File: src/rtl/jk_seq_driver.sv
// Drives J/K of an external JK flip-flop so its Q follows a loaded bit sequence,
// and checks the flip-flop's Q feedback against each target bit.
module jk_seq_driver #(
  parameter int unsigned WIDTH   = 8,
  parameter int unsigned DC_FILL = 0,
  parameter int unsigned LEN_W   = 4
) (
  input  logic             clk,
  input  logic             rst,
  input  logic             start,
  input  logic [WIDTH-1:0] pattern,
  input  logic [LEN_W-1:0] len,
  input  logic             q_fb,
  output logic             j,
  output logic             k,
  output logic             busy,
  output logic             done,
  output logic             mismatch,
  output logic [LEN_W-1:0] err_count
);

  localparam logic             DC_BIT  = (DC_FILL != 0);
  localparam logic [LEN_W-1:0] LEN_MAX = LEN_W'(WIDTH);

  typedef enum logic [1:0] {
    S_IDLE  = 2'd0,
    S_DRIVE = 2'd1,
    S_DRAIN = 2'd2,
    S_FIN   = 2'd3
  } state_t;

  state_t           state_q, state_d;
  logic [WIDTH-1:0] pat_q, pat_d;
  logic [LEN_W-1:0] len_q, len_d;
  logic [LEN_W-1:0] idx_q, idx_d;
  logic [LEN_W-1:0] err_d;
  logic             j_d, k_d, busy_d, done_d, mm_d;

  logic [LEN_W-1:0] len_clamp_c;
  logic [LEN_W-1:0] nxt_idx_c;
  logic [LEN_W-1:0] cmp_sel_c;
  logic [WIDTH-1:0] cmp_sh_c, cur_sh_c, prev_sh_c;
  logic             cmp_bit_c, cur_bit_c, prev_bit_c;
  logic             cmp_en_c, miss_c;
  logic [1:0]       exc_c;

  // JK excitation for a prev->cur Q transition; don't-cares resolved by DC_BIT.
  function automatic logic [1:0] excite(input logic prev, input logic cur);
    logic [1:0] code;
    case ({prev, cur})
      2'b00:   code = {1'b0, DC_BIT};
      2'b01:   code = {1'b1, DC_BIT};
      2'b10:   code = {DC_BIT, 1'b1};
      default: code = {DC_BIT, 1'b0};
    endcase
    return code;
  endfunction

  // Bit selection through shifts keeps index widths independent of WIDTH.
  always_comb begin
    len_clamp_c = (len > LEN_MAX) ? LEN_MAX : len;
    nxt_idx_c   = idx_q + LEN_W'(1);
    cmp_sel_c   = (state_q == S_DRAIN) ? (len_q - LEN_W'(1)) : (idx_q - LEN_W'(1));
    cmp_sh_c    = pat_q >> cmp_sel_c;
    cur_sh_c    = pat_q >> nxt_idx_c;
    prev_sh_c   = pat_q >> idx_q;
    cmp_bit_c   = cmp_sh_c[0];
    cur_bit_c   = cur_sh_c[0];
    prev_bit_c  = prev_sh_c[0];
    cmp_en_c    = (state_q == S_DRAIN) || ((state_q == S_DRIVE) && (idx_q != '0));
    miss_c      = cmp_en_c && (q_fb != cmp_bit_c);
    exc_c       = excite(prev_bit_c, cur_bit_c);
  end

  // Next-state and next-output logic.
  always_comb begin
    state_d = state_q;
    pat_d   = pat_q;
    len_d   = len_q;
    idx_d   = idx_q;
    j_d     = 1'b0;
    k_d     = 1'b0;
    busy_d  = busy;
    done_d  = 1'b0;
    mm_d    = mismatch;
    err_d   = err_count;

    if (miss_c) begin
      mm_d = 1'b1;
      if (err_count != '1) err_d = err_count + LEN_W'(1);
    end

    case (state_q)
      S_IDLE: begin
        if (start) begin
          pat_d  = pattern;
          len_d  = len_clamp_c;
          idx_d  = '0;
          busy_d = 1'b1;
          mm_d   = 1'b0;
          err_d  = '0;
          if (len_clamp_c == '0) begin
            state_d = S_FIN;
          end else begin
            state_d = S_DRIVE;
            // Q is unknown before the first step, so force it with set/reset.
            j_d     = pattern[0];
            k_d     = ~pattern[0];
          end
        end
      end
      S_DRIVE: begin
        if (nxt_idx_c < len_q) begin
          idx_d = nxt_idx_c;
          j_d   = exc_c[1];
          k_d   = exc_c[0];
        end else begin
          state_d = S_DRAIN;
        end
      end
      S_DRAIN: begin
        state_d = S_FIN;
        done_d  = 1'b1;
      end
      S_FIN: begin
        // An empty run enters here without done set; hold one cycle to pulse it.
        if (done) begin
          state_d = S_IDLE;
          busy_d  = 1'b0;
        end else begin
          done_d  = 1'b1;
        end
      end
      default: begin
        state_d = S_IDLE;
        busy_d  = 1'b0;
      end
    endcase
  end

  // State and registered outputs.
  always_ff @(posedge clk) begin
    if (rst) begin
      state_q   <= S_IDLE;
      pat_q     <= '0;
      len_q     <= '0;
      idx_q     <= '0;
      j         <= 1'b0;
      k         <= 1'b0;
      busy      <= 1'b0;
      done      <= 1'b0;
      mismatch  <= 1'b0;
      err_count <= '0;
    end else begin
      state_q   <= state_d;
      pat_q     <= pat_d;
      len_q     <= len_d;
      idx_q     <= idx_d;
      j         <= j_d;
      k         <= k_d;
      busy      <= busy_d;
      done      <= done_d;
      mismatch  <= mm_d;
      err_count <= err_d;
    end
  end

endmodule

File: config.mk
export PLATFORM = sky130hd
export DESIGN_NAME = jk_seq_driver
export DESIGN_NICKNAME = d
export VERILOG_FILES = /design/src/rtl/jk_seq_driver.sv
export SDC_FILE = /design/constraint.sdc
export NUM_CORES = 1
export LEC_CHECK = 0
export ABC_CLOCK_PERIOD_IN_PS = 2200
export CAP_MARGIN = 20
export CORE_ASPECT_RATIO = 1.1
export CORE_MARGIN = 4
export CORE_UTILIZATION = 49
export DETAILED_ROUTE_END_ITERATION = 10
export PLACE_DENSITY = 0.72
export SLEW_MARGIN = 0
export SYNTH_ARGS = -nofsm -noshare
export SYNTH_HDL_FRONTEND = slang
export SYNTH_SLANG_ARGS = --single-unit
File: constraint.sdc
create_clock -name clk -period 2.2 [get_ports clk]
set_input_delay 0.33 -clock clk [delete_from_list [all_inputs] [get_ports clk]]
set_output_delay 0.33 -clock clk [all_outputs]
set_load 0.02 [all_outputs]
After elaboration in Yosys (flattened, before gate mapping)
Cells that the tools add are included.
- word-level logic and storage cells: 74
- register bits after elaboration: 27
- input bits: 16
- output and inout bits: 9
- reductions and logical operators: 12
- equality and inequality tests: 11
- $add $sub $neg: 4
- order comparisons: 2
- bitwise gates (word level): 1
- shift operators: 3
- muxes and demuxes: 31
- operators with widths (operator ; number):
    4-bit 2-to-1 mux ; 8
    8-bit by 4-bit right shift with 1-bit output ; 3
    1-bit 2-to-1 mux ; 12
    3-bit AND reduction ; 3
    4-bit by 1-bit adder with 4-bit output (second input constant) ; 2
    2-bit 2-to-1 mux ; 4
    1-bit one-hot mux with 2 select lines ; 4
    2-bit one-hot mux with 4 select lines ; 1
    4-bit one-hot mux with 2 select lines ; 1
    4-bit by 1-bit subtractor with 4-bit output (second input constant) ; 2
    2-bit == test (second input constant) ; 3
    2-bit != test (second input constant) ; 3
    2-bit by 1-bit == test with 1-bit output (second input constant) ; 2
    4-bit > comparator (second input constant) ; 1
    4-bit zero test ; 1
    4-bit < comparator ; 1
    4-bit != test (second input constant) ; 1
    2-bit one-hot mux with 2 select lines ; 1
    2-bit nonzero test ; 2
    4-bit nonzero test ; 1
    1-bit logical AND ; 2
    2-bit zero test ; 1
    2-bit by 1-bit != test with 1-bit output (second input constant) ; 1
    2-bit AND reduction ; 1
    other kinds (3) ; 3

Depth between registers and ports, before layout
- depth in word-level cells: 8
- mapped depth: 10
- gate-level depth less buffers: 9

Worst setup path before layout
No wires, ideal clock.
- path type: reg-to-reg
- start: reg state_q[0]
- end: reg err_count[2]
- arrival: 2372 ps
- buffers on the path: 0
- clock period less this slack: 2476 ps
- stages on the path, launching flop included: 9
- setup slack: -276 ps
- path through: dfxtp_1 > inv_1 > ha_1 > mux2i_1 > mux2_1 > a222oi_1 > o31ai_1 > a211o_1 > a2111oi_2
- longest elaborated chain between the ends: 8
- RTL lines (what ; RTL line ; RTL):
    start: declaration ; 32 ; state_t state_q, state_d;
    start signal: assignment ; 155 ; state_q <= state_d;
    2-bit == test ; 63, 70 ;
    4-bit 2-to-1 mux ; 63 ; cmp_sel_c = (state_q == S_DRAIN) ? (len_q - LEN_W'(1)) : (idx_q - LEN_W'(1));
    8-bit by 4-bit right shift with 1-bit output ; 64 ; cmp_sh_c = pat_q >> cmp_sel_c;
    1-bit != test ; 71 ; miss_c = cmp_en_c && (q_fb != cmp_bit_c);
    1-bit logical AND ; 71 ;
    4-bit 2-to-1 mux ; 88 ; if (miss_c) begin
    4-bit 2-to-1 mux ; 95 ; if (start) begin
    4-bit 2-to-1 mux * ; 93 ; case (state_q)
    end signal: assignment ; 164 ; err_count <= err_d;
    end: declaration ; 19 ; output logic [LEN_W-1:0] err_count
Every way passes the cells marked *; elsewhere a longest branch is shown, timed or not.
A chain may end at the register's enable or synchronous reset.

Worst setup path after layout
Ends and elaborated chain as after synthesis.

==> results.txt <==
Status: finished with violations
Failing checks: setup timing
Die Wd: 64.8 um
RSZ-0062 raised after global routing: yes
RR Endpoint: err_count[2]
Post-synthesis xor/xnor area fraction: 3.02%
Yosys warning total: 0
RD Place Congestion: 0.886
N_diodes: 0
Required @ worst endpoint: 2460 ps
Gate power share: 42.9%
Vias in the first global route: 1582
Setup WS pre-CTS: -230 ps
Simple-Gate Fraction of Synth Area: 20.9%
Max-slew headroom: 60.4%
Buffers and inverters on the worst path: 2
Max-capacitance violation count: 0
CP Capture Type: flop
Commonest non-fill, non-tap cells in the layout: nand2_1, buf_4, clkdlybuf4s50_1
Reg2reg start: state_q[0]
PnR worst setup slack: -251 ps
Final hold violation count: 0
Largest family of logic cells by synthesized area: simple AND/OR/NAND/NOR gates
CTS tree: done
Synth-to-Final Area Change: 35.7%
Remaining DRCs: 0
Average wire per standard cell: 15.1 um
Crit-path slowest cell: or4_4
Initial drt markers: 100
Multiplexer share of the synthesized area: 11.7%
Largest net degree at the start of global routing: 23
Delay-heaviest family, CP: compound AO/OA/AOI/OAI gates
Remaining Overflow, GRT: 0
Sequential Power Share: 41.1%
Crit path kind: reg -> reg
VDD IR max: 466 uV
Synth Register Bits: 27
CTS Buf Count: 3
Cell Area, Synth: 1740 um^2
Clock root buffer: clkbuf_4
Post-route cell area: 2360 um^2
Fraction of layout cells with a size suffix above 1: 24.4%
Hold Path Origin: busy
Ys flop type: dfxtp_1
Max incr delay on CP: 580 ps
Initial Utilization: 51.4%
Final worst-path cycle share: 111%
Syn_nets: 235
IO Port Bufs: 24
Clock power share: 16.0%
Worst Max-Slew Pin Slew: 595 ps
Crit path launch type: flop
EDFF count, synth: 0
Switching share of power: 37.2%
Clock tree buffer depth: 2
Synthesized instance count: 209
Post-Synth Adder-Cell Area: 7.19%
Flop-to-flop setup slack: -250 ps
First-pass GRT wire length: 7020 um
Die H: 70.5 um
Achievable Freq: 408 MHz
IO Pins: 25
Vias per cell: 5.70
Commonest non-fill, non-tap cell in the layout: nand2_1
Worst Hold Class: reg -> reg
H-tree levels: 1
Crit path max fanout: 5
Rows: 22
Final min period: 2450 ps
Post-cts hold buffer count: 0
Initial antenna violation count: 0
Hold slack: 484 ps
Post-synthesis compound-gate area fraction: 19.4%
Pleak: 0.833 nW
WHS Endpoint: busy
Clk_lat worst skew: 340 ps
Clk slew on worst S/H paths: 160 ps
Yosys cell types: 43
Register area share after synthesis: 31.1%
Internal: 0.000902 W
Core footprint: 3390 um^2
Vias: 1722
Cell count of the worst hold path: 2
NumNets Final: 281
Total Wirelength: 4560 um
Final Max Tran Viols: 0
Placed cell areas: 2180 um^2
Setup violators final: 5
Sw power: 0.000535 W
CP Cell Sequence: inv_2 -> ha_4 -> mux2i_4 -> buf_6 -> mux2_4 -> a222oi_1 -> or4_4 -> a211o_1 -> a2111oi_2
Data arrival, critical path: 2710 ps
Total Routing Usage GR: 19.1%
Pwr dens: 609 nW/um^2
Die Area: 4570 um^2
Setup Skew: 9.63 ps
Mean area per synthesized cell: 8.32 um^2
# fillers: 275
Num Clock Sinks: 27
HPWL after DPL: 3290 um
FF-to-FF path depth: 9
TritonRoute pass-1 iters: 4
Post-route ant nets: 0
Asr flop ratio synth: 0%
power groups by stage:
stage / registers [W] / clock network [W] / logic, W
after floorplan: 0.000601 / 0 / 0.000363
after global placement: 0.000597 / 0 / 0.000536
after detailed placement: 0.000600 / 0 / 0.000553
after CTS: 0.000589 / 0.000241 / 0.000578
after global routing: 0.000596 / 0.000258 / 0.000676
final: 0.000591 / 0.000230 / 0.000617
routing by layer:
layer	routed length, um	track usage (%)
met1	1940	23.2
met2	2310	34.0
met3	214	3.22
met4	94	5.40
met5	0	0
synthesized netlist by cell type (4+ instances only):
cell | number | area share, %
nand2_1 | 33 | 7.1
dfxtp_1 | 27 | 31
a21oi_1 | 21 | 6.0
inv_1 | 12 | 2.6
nor2_1 | 12 | 2.6
ha_1 | 10 | 7.2
mux2i_1 | 8 | 4.6
clkbuf_1 | 7 | 1.5
o21ai_0 | 5 | 1.4
xnor2_1 | 5 | 2.5
mux4_2 | 4 | 5.2
nand3_1 | 4 | 1.2
nand4_1 | 4 | 1.4
nor3_1 | 4 | 1.2
worst register-to-register path, stage by stage (launching register included):
cell and delay (ps):
dfxtp_2 350, inv_2 70, ha_4 180, mux2i_4 250, buf_6 120, mux2_4 140, a222oi_1 90, or4_4 580
a211o_1 320, a2111oi_2 270
sequential cells by signal (all words and copies together) (netlist names), 2 cells and up:
| name | count |
|---|---|
| idx_q | 4 |
| pat_q | 8 |
| err_count | 4 |
| state_q | 2 |
| len_q | 4 |
how the worst max path moves through the flow:
stage / startpoint / end / slack [ps] / cells after the start
2_1_floorplan: state_q[0] / err_count[2] / -120 / 8
3_3_place_gp: state_q[0] / err_count[2] / -150 / 8
3_5_place_dp: state_q[0] / err_count[3] / -230 / 10
4_1_cts: state_q[0] / err_count[2] / -200 / 10
5_1_grt: state_q[0] / err_count[2] / -340 / 9
6_report: state_q[0] / err_count[2] / -250 / 9
cell families after synthesis:
kind of cell / Yosys count
DFF: 27
muxes: 15
AOI/OAI and AO/OA: 51
adders and majority gates: 10
and+or+nand+nor: 75
xor gates and xnor gates: 6
buffers and inverters: 25
metrics by stage:
stage / utilization (%) / instances / setup TNS, ps / total power, W
final: 69.7 / 302 / -970 / 0.00144
after global routing: 69.7 / 302 / -1570 / 0.00153
after CTS: 66.6 / 299 / -757 / 0.00141
after detailed placement: 64.5 / 293 / -823 / 0.00115
after global placement: 64.5 / 293 / -514 / 0.00113
after floorplan: - / 209 / -121 / 0.000964
cell type report:
cell class	instances	area [um^2]	share of cell area, %
sequential	27	548	23.2
clock inverter	1	7.51	0.318
multi-input combinational	157	1200	50.8
clock buffer	3	22.5	0.954
tap	48	60.1	2.55
timing repair buffer	54	477	20.2
inverter	12	45.0	1.91
timing repair:
item                       in CTS  in global routing
gates cloned                    0                  0
pin swaps                       3                 10
setup endpoints to repair      10                 13
resized for setup               5                 17
buffers inserted                2                  4
(Power assumes the default switching activity.)
